===== config.mk =====
export PLATFORM = sky130hd
export DESIGN_NAME = ddr_probe_controller
export DESIGN_NICKNAME = d
export VERILOG_FILES = /design/src/rtl/ddr_probe_controller_pkg.sv /design/src/rtl/ddr_probe_controller_rotary_step_gen.sv /design/src/rtl/ddr_probe_controller.sv
export SDC_FILE = /design/constraint.sdc
export NUM_CORES = 1
export LEC_CHECK = 0
export CAP_MARGIN = 30
export CORE_ASPECT_RATIO = 1.25
export CORE_UTILIZATION = 32
export DETAILED_ROUTE_END_ITERATION = 8
export SLEW_MARGIN = 10
export SYNTH_ARGS = -nofsm -noshare
export SYNTH_HDL_FRONTEND = slang
export SYNTH_SLANG_ARGS = --single-unit

===== constraint.sdc =====
create_clock -name clk -period 8 [get_ports clk]
set_input_delay 1.6 -clock clk [delete_from_list [all_inputs] [get_ports clk]]
set_output_delay 1.6 -clock clk [all_outputs]
set_load 0.01 [all_outputs]

===== src/rtl/ddr_probe_controller_pkg.sv =====
// ddr_probe_pkg: shared read-FSM state type and channel-select width helper.
// No ports; imported by rotary_step_gen and ddr_probe_controller.
package ddr_probe_pkg;

    typedef enum logic {IDLE = 1'b0, REQ = 1'b1} state_t;

    // Width of a channel index; a single channel still needs one bit.
    function automatic int cw_of(input int n);
        return (n <= 1) ? 1 : $clog2(n);
    endfunction

endpackage


===== src/rtl/ddr_probe_controller_rotary_step_gen.sv =====
// rotary_step_gen: turns left/right rotary pulses into a step event, direction and step size.
// Ports: clk, rst       - clock, synchronous active-high reset
//        i_left/i_right - one-cycle step pulses
//        i_chan         - resolved active channel
//        o_event        - exactly one of left/right this cycle
//        o_up           - step direction (1 = up)
//        o_step         - 1, or ACCEL_STEP when the previous step was recent, same direction, same channel
module rotary_step_gen import ddr_probe_pkg::*; #(
    parameter int CHANNELS     = 4,
    parameter int ADDR_WIDTH   = 24,
    parameter int ACCEL_WINDOW = 1_000_000,
    parameter int ACCEL_STEP   = 16
) (
    input  logic                        clk,
    input  logic                        rst,
    input  logic                        i_left,
    input  logic                        i_right,
    input  logic [cw_of(CHANNELS)-1:0]  i_chan,
    output logic                        o_event,
    output logic                        o_up,
    output logic [ADDR_WIDTH:0]         o_step
);

    localparam int TW = (ACCEL_WINDOW > 0) ? $clog2(ACCEL_WINDOW + 1) : 1;

    logic [TW-1:0]              r_cnt;
    logic                       r_have;
    logic                       r_dir;
    logic [cw_of(CHANNELS)-1:0] r_chan;
    logic                       w_accel;

    assign o_event = i_left ^ i_right;
    assign o_up    = i_right;
    // r_cnt holds (cycles since last step - 1), saturating at ACCEL_WINDOW
    assign w_accel = r_have && (r_dir == i_right) && (r_chan == i_chan) && (r_cnt < TW'(ACCEL_WINDOW));
    assign o_step  = w_accel ? (ADDR_WIDTH+1)'(ACCEL_STEP) : (ADDR_WIDTH+1)'(1);

    always_ff @(posedge clk) begin
        if (rst) begin
            r_cnt  <= '0;
            r_have <= 1'b0;
            r_dir  <= 1'b0;
            r_chan <= '0;
        end else if (o_event) begin
            r_cnt  <= '0;
            r_have <= 1'b1;
            r_dir  <= i_right;
            r_chan <= i_chan;
        end else begin
            if (r_cnt < TW'(ACCEL_WINDOW)) r_cnt <= r_cnt + TW'(1);
            if (i_chan != r_chan) r_have <= 1'b0;
        end
    end

endmodule


===== src/rtl/ddr_probe_controller.sv =====
// ddr_probe_controller: multi-channel rotary-stepped DDR probe with req/ack reads and per-channel capture.
// Ports: clk, rst            - clock, synchronous active-high reset
//        left/right/down     - rotary step pulses and read request pulse
//        chanSel             - active channel (out-of-range aliases channel 0)
//        readAck/readDataIn  - DDR acknowledge and read word
//        readRequest/readAddress - DDR request and latched address
//        activeAddress/readData/dataValid - selected channel's view
//        busy, timeoutErr    - read in flight, sticky timeout flag
module ddr_probe_controller import ddr_probe_pkg::*; #(
    parameter int                    ADDR_WIDTH     = 24,
    parameter int                    DATA_WIDTH     = 16,
    parameter int                    CHANNELS       = 4,
    parameter logic [ADDR_WIDTH-1:0] ADDR_MAX       = {ADDR_WIDTH{1'b1}},
    parameter int                    WRAP           = 1,
    parameter int                    ACCEL_WINDOW   = 1_000_000,
    parameter int                    ACCEL_STEP     = 16,
    parameter int                    TIMEOUT        = 4096,
    parameter int                    REFRESH_PERIOD = 0
) (
    input  logic                        clk,
    input  logic                        rst,
    input  logic                        left,
    input  logic                        right,
    input  logic                        down,
    input  logic [cw_of(CHANNELS)-1:0]  chanSel,
    input  logic                        readAck,
    input  logic [DATA_WIDTH-1:0]       readDataIn,
    output logic                        readRequest,
    output logic [ADDR_WIDTH-1:0]       readAddress,
    output logic [ADDR_WIDTH-1:0]       activeAddress,
    output logic [DATA_WIDTH-1:0]       readData,
    output logic                        dataValid,
    output logic                        busy,
    output logic                        timeoutErr
);

    localparam int CW  = cw_of(CHANNELS);
    localparam int TOW = (TIMEOUT > 0) ? $clog2(TIMEOUT + 1) : 1;
    localparam int RW  = (REFRESH_PERIOD > 1) ? $clog2(REFRESH_PERIOD) : 1;
    localparam logic [ADDR_WIDTH:0] RANGE = {1'b0, ADDR_MAX} + (ADDR_WIDTH+1)'(1);

    state_t                r_state, w_next;
    logic [ADDR_WIDTH-1:0] r_addr [CHANNELS];
    logic [DATA_WIDTH-1:0] r_data [CHANNELS];
    logic [CHANNELS-1:0]   r_valid;
    logic [CW-1:0]         r_tgt, w_sel;
    logic [TOW-1:0]        r_to;
    logic [RW-1:0]         r_ref;
    logic [ADDR_WIDTH-1:0] r_rd_addr, w_new;
    logic [ADDR_WIDTH:0]   w_cur, w_sum, w_step;
    logic                  r_terr, w_event, w_up_dir, w_launch, w_ref_exp, w_to_exp;

    rotary_step_gen #(
        .CHANNELS    (CHANNELS),
        .ADDR_WIDTH  (ADDR_WIDTH),
        .ACCEL_WINDOW(ACCEL_WINDOW),
        .ACCEL_STEP  (ACCEL_STEP)
    ) u_step (
        .clk    (clk),
        .rst    (rst),
        .i_left (left),
        .i_right(right),
        .i_chan (w_sel),
        .o_event(w_event),
        .o_up   (w_up_dir),
        .o_step (w_step)
    );

    assign w_sel = ({1'b0, chanSel} < (CW+1)'(CHANNELS)) ? chanSel : '0;

    // One extra bit catches overflow/underflow before wrapping modulo ADDR_MAX+1 or clamping
    assign w_cur = {1'b0, r_addr[w_sel]};
    assign w_sum = w_cur + w_step;
    assign w_new = w_up_dir
        ? ((w_sum > {1'b0, ADDR_MAX}) ? ((WRAP != 0) ? ADDR_WIDTH'(w_sum - RANGE) : ADDR_MAX) : ADDR_WIDTH'(w_sum))
        : ((w_cur < w_step) ? ((WRAP != 0) ? ADDR_WIDTH'(w_cur + RANGE - w_step) : '0) : ADDR_WIDTH'(w_cur - w_step));

    assign w_ref_exp = (REFRESH_PERIOD != 0) && (r_ref == RW'(REFRESH_PERIOD - 1));
    assign w_launch  = (r_state == IDLE) && (down || w_ref_exp);
    assign w_to_exp  = (r_to == TOW'(TIMEOUT));

    always_ff @(posedge clk) begin
        r_state <= rst ? IDLE : w_next;
    end

    always_comb begin
        w_next = (r_state == IDLE) ? (w_launch ? REQ : IDLE) : ((readAck || w_to_exp) ? IDLE : REQ);
    end

    always_comb begin
        readRequest = (r_state == REQ);
        busy        = (r_state == REQ);
    end

    always_ff @(posedge clk) begin
        if (rst) begin
            for (int i = 0; i < CHANNELS; i++) begin
                r_addr[i] <= '0;
                r_data[i] <= '0;
            end
            r_valid   <= '0;
            r_tgt     <= '0;
            r_rd_addr <= '0;
            r_to      <= '0;
            r_ref     <= '0;
            r_terr    <= 1'b0;
        end else begin
            if (w_event) r_addr[w_sel] <= w_new;
            // Ack beats a same-cycle timeout; the refresh counter holds at 0 while a read is in flight
            if (w_launch) begin
                r_rd_addr <= r_addr[w_sel];
                r_tgt     <= w_sel;
                r_to      <= '0;
                r_ref     <= '0;
            end else if (r_state == IDLE) begin
                r_ref <= r_ref + RW'(1);
            end else if (readAck) begin
                r_data[r_tgt]  <= readDataIn;
                r_valid[r_tgt] <= 1'b1;
                r_terr         <= 1'b0;
            end else if (w_to_exp) begin
                r_terr <= 1'b1;
            end else begin
                r_to <= r_to + TOW'(1);
            end
        end
    end

    assign readAddress   = r_rd_addr;
    assign activeAddress = r_addr[w_sel];
    assign readData      = r_data[w_sel];
    assign dataValid     = r_valid[w_sel];
    assign timeoutErr    = r_terr;

endmodule


==> results_dict.tcl <==
set metrics [dict create \
    status "complete, but fails checks" \
    violations "design-rule violations" \
    gp_congestion 0.9022 \
    fp.dieH_um 207.1 \
    viasPerCell 5.266 \
    ios 92 \
    cts_tree "built" \
    timing.final.crit_share 0.6512 \
    finalClockSkew_ps 13.16 \
    slew_violations 0 \
    setup_viol 0 \
    fin_cells 1400 \
    num_rows 74 \
    max-slew-margin-rel 0.3637 \
    cts_root_buf "clkbuf_16" \
    grt_pass1_wl_um 41750 \
    cts.htree.levels 1 \
    total_leakage_power_nw 4.646 \
    max_freq_mhz 192.0 \
    grt_remaining_overflow 0 \
    synth_nets 918 \
    critical-path-slowest-cell "mux4_2" \
    rsz0062_at_grt "no" \
    die_area_sq_um 34390 \
    synthToLayoutAreaGrowth_pct 20.86 \
    worstSkewPairLatency_ps 530 \
    drt_iter0_markers 511 \
    dieWidth_um 166.1 \
    synth-seq-cells 229 \
    cts_resized 0 \
    clockBufferDepth 3 \
    antenna-diode-count 0 \
    layout_min_cycle_time_ps 5210 \
    vias 7372 \
    crit_fanout 31 \
    pwr_density_cell_nw_per_um2 226.4 \
    antenna_found_initial 1 \
    synth_cell_types 66 \
    critPathKind "input port to output port" \
    synth_area_sq_um 10770 \
    endpoint_kind "output port" \
    track_usage 0.1540 \
    post_cts_buffers 0 \
    tns_ps 0 \
    avgSynthCellArea_sq_um 12.17 \
    start_kind "input port" \
    finalWirelength_um 26570 \
    crit_arrival_ps 3610 \
    synth_edf_count 160 \
    cap_viol_max_count 0 \
    grt_pass1_vias 7336 \
    preCtsSetupSlack_ps 2752 \
    path_clk_slew_ps 60 \
    cts_hold_buf 0 \
    dpl.cell_count 1351 \
    fin_ws_ps 2790 \
    grtUsageMet2 0.2655 \
    drc_errors 7 \
    seq_area_frac_synth 0.5745 \
    met1_usage 0.1993 \
    cts.sinks 229 \
    hp-class "flop to flop" \
    finalHoldViolCount 0 \
    final_antenna_net_count 0 \
    grt_max_degree 32 \
    numCtsBuffers 26 \
    async_flop_share 0 \
    drive_gt1_frac 0.1130 \
    top_usage_layer "met2" \
    initial_utilization 0.3276 \
    worstPathCellList "buf_4, buf_16, mux4_2, clkdlybuf4s50_1" \
    tightest_slew_ps 945.7 \
    ys.flop_type "edfxtp_1" \
    fillers 3112 \
    syn_inst 885 \
    hpwlAfterDp_um 17020 \
    peakVddDrop_uv 136.5 \
    dr.pass1.iters 9 \
    yosys_warnings 0 \
    whs_ps 444.1 \
    io_buffer_count 91 \
    core_area_sq_um 32870 \
    max_stage_delay_ps 710 \
    cp_data_required_time_ps 6400 \
    grtUsageMet3 0.02446 \
    wl_per_cell_um 18.98 \
    final_nets 995 \
]
-- registers in the layout (all words and copies together) (netlist names) --
register / flops
busy: 1
r_addr: 96
r_data: 64
r_tgt: 2
r_to: 13
r_valid: 4
readAddress: 24
timeoutErr: 1
u_step.r_chan: 2
u_step.r_cnt: 20
u_step.r_dir: 1
u_step.r_have: 1
-- layout by cell type (no fill, tap or decap), drive strengths merged, types with 20 or more instances in the layout --
cell / Yosys / final
nand4: 23 / 23
and2: 69 / 69
nor2: 111 / 111
edfxtp: 160 / 160
mux4: 41 / 41
clkdlybuf4s50: 0 / 89
clkbuf: 32 / 36
nand2: 50 / 50
dfxtp: 69 / 69
a22o: 29 / 29
xor2: 22 / 22
a21oi: 29 / 29
inv: 20 / 20
-- synthesized netlist by cell type, types with 15 or more instances --
master | instances | area, sq um
nand2_1 | 50 | 187.7
inv_1 | 20 | 75.07
clkbuf_1 | 32 | 120.1
dfxtp_1 | 69 | 1381
and2_1 | 69 | 431.7
a21oi_1 | 27 | 135.1
or3_1 | 15 | 93.84
nor2_1 | 111 | 416.7
xor2_1 | 22 | 192.7
nand4_1 | 22 | 137.6
nor3_1 | 19 | 95.09
a22o_1 | 29 | 254.0
edfxtp_1 | 160 | 4805
mux4_2 | 40 | 900.9
-- power breakdown --
part	internal, mW	switching (mW)	leakage [nW]
sequential	1.33	0.0198	2.22
combinational	0.145	0.204	1.99
clock	0.772	0.478	0.439
-- routing by layer --
| layer | part of all wire | vias to the layer above | routed length [um] |
|---|---|---|---|
| met5 | 0.00045 | - | 12 |
| met4 | 0.021 | 2 | 563 |
| met3 | 0.058 | 48 | 1552 |
| met2 | 0.49 | 225 | 13130 |
| met1 | 0.43 | 3652 | 11300 |
| li1 | - | 3445 | - |
-- path summary, 6_finish.rpt --
kind                          from           endpoint  slack (ps)  depth (start not counted)
setup / recovery        chanSel[0]  activeAddress[19]        2790                          4
hold / removal          r_valid[3]         r_valid[3]         440                          2
setup reg to reg  u_step.r_cnt[10]      r_addr[0][13]        4450                         11
hold reg to reg         r_valid[3]         r_valid[3]         440                          2
-- kinds of logic after synthesis --
family	count (synthesis)	synth area share
flip-flops	229	0.5745
multiplexers	54	0.09819
adder cells (fa/ha/maj)	9	0.01046
AND/OR/NAND/NOR	363	0.1774
XOR/XNOR	36	0.02928
AO/OA/AOI/OAI	115	0.07693
buffers and inverters	79	0.03323
-- worst max-delay path, delay by kind of cell --
kind | cells | cell delay [ps]
mux | 1 | 710
buf+inv | 3 | 1260
-- per-stage QoR --
step                        util  area, sq um  power, mW
after floorplan                -        10770      1.576
after global routing      0.3959        13010      3.054
after CTS                 0.3955        13000      2.978
after global placement    0.3655        12010      1.715
final                     0.3959        13010      2.947
after detailed placement  0.3682        12100      1.724
-- cell type report --
type,count,area [sq um],area share
multi-input cells,577,4239,0.3257
flip-flops and latches,229,6186,0.4753
clock buffers,36,740.7,0.05692
clock inverters,12,155.1,0.01192
repair buffers,108,1095,0.08413
inverters,20,75.07,0.005769
well taps,418,523.0,0.04019
Power figures use the tool's default switching activity.
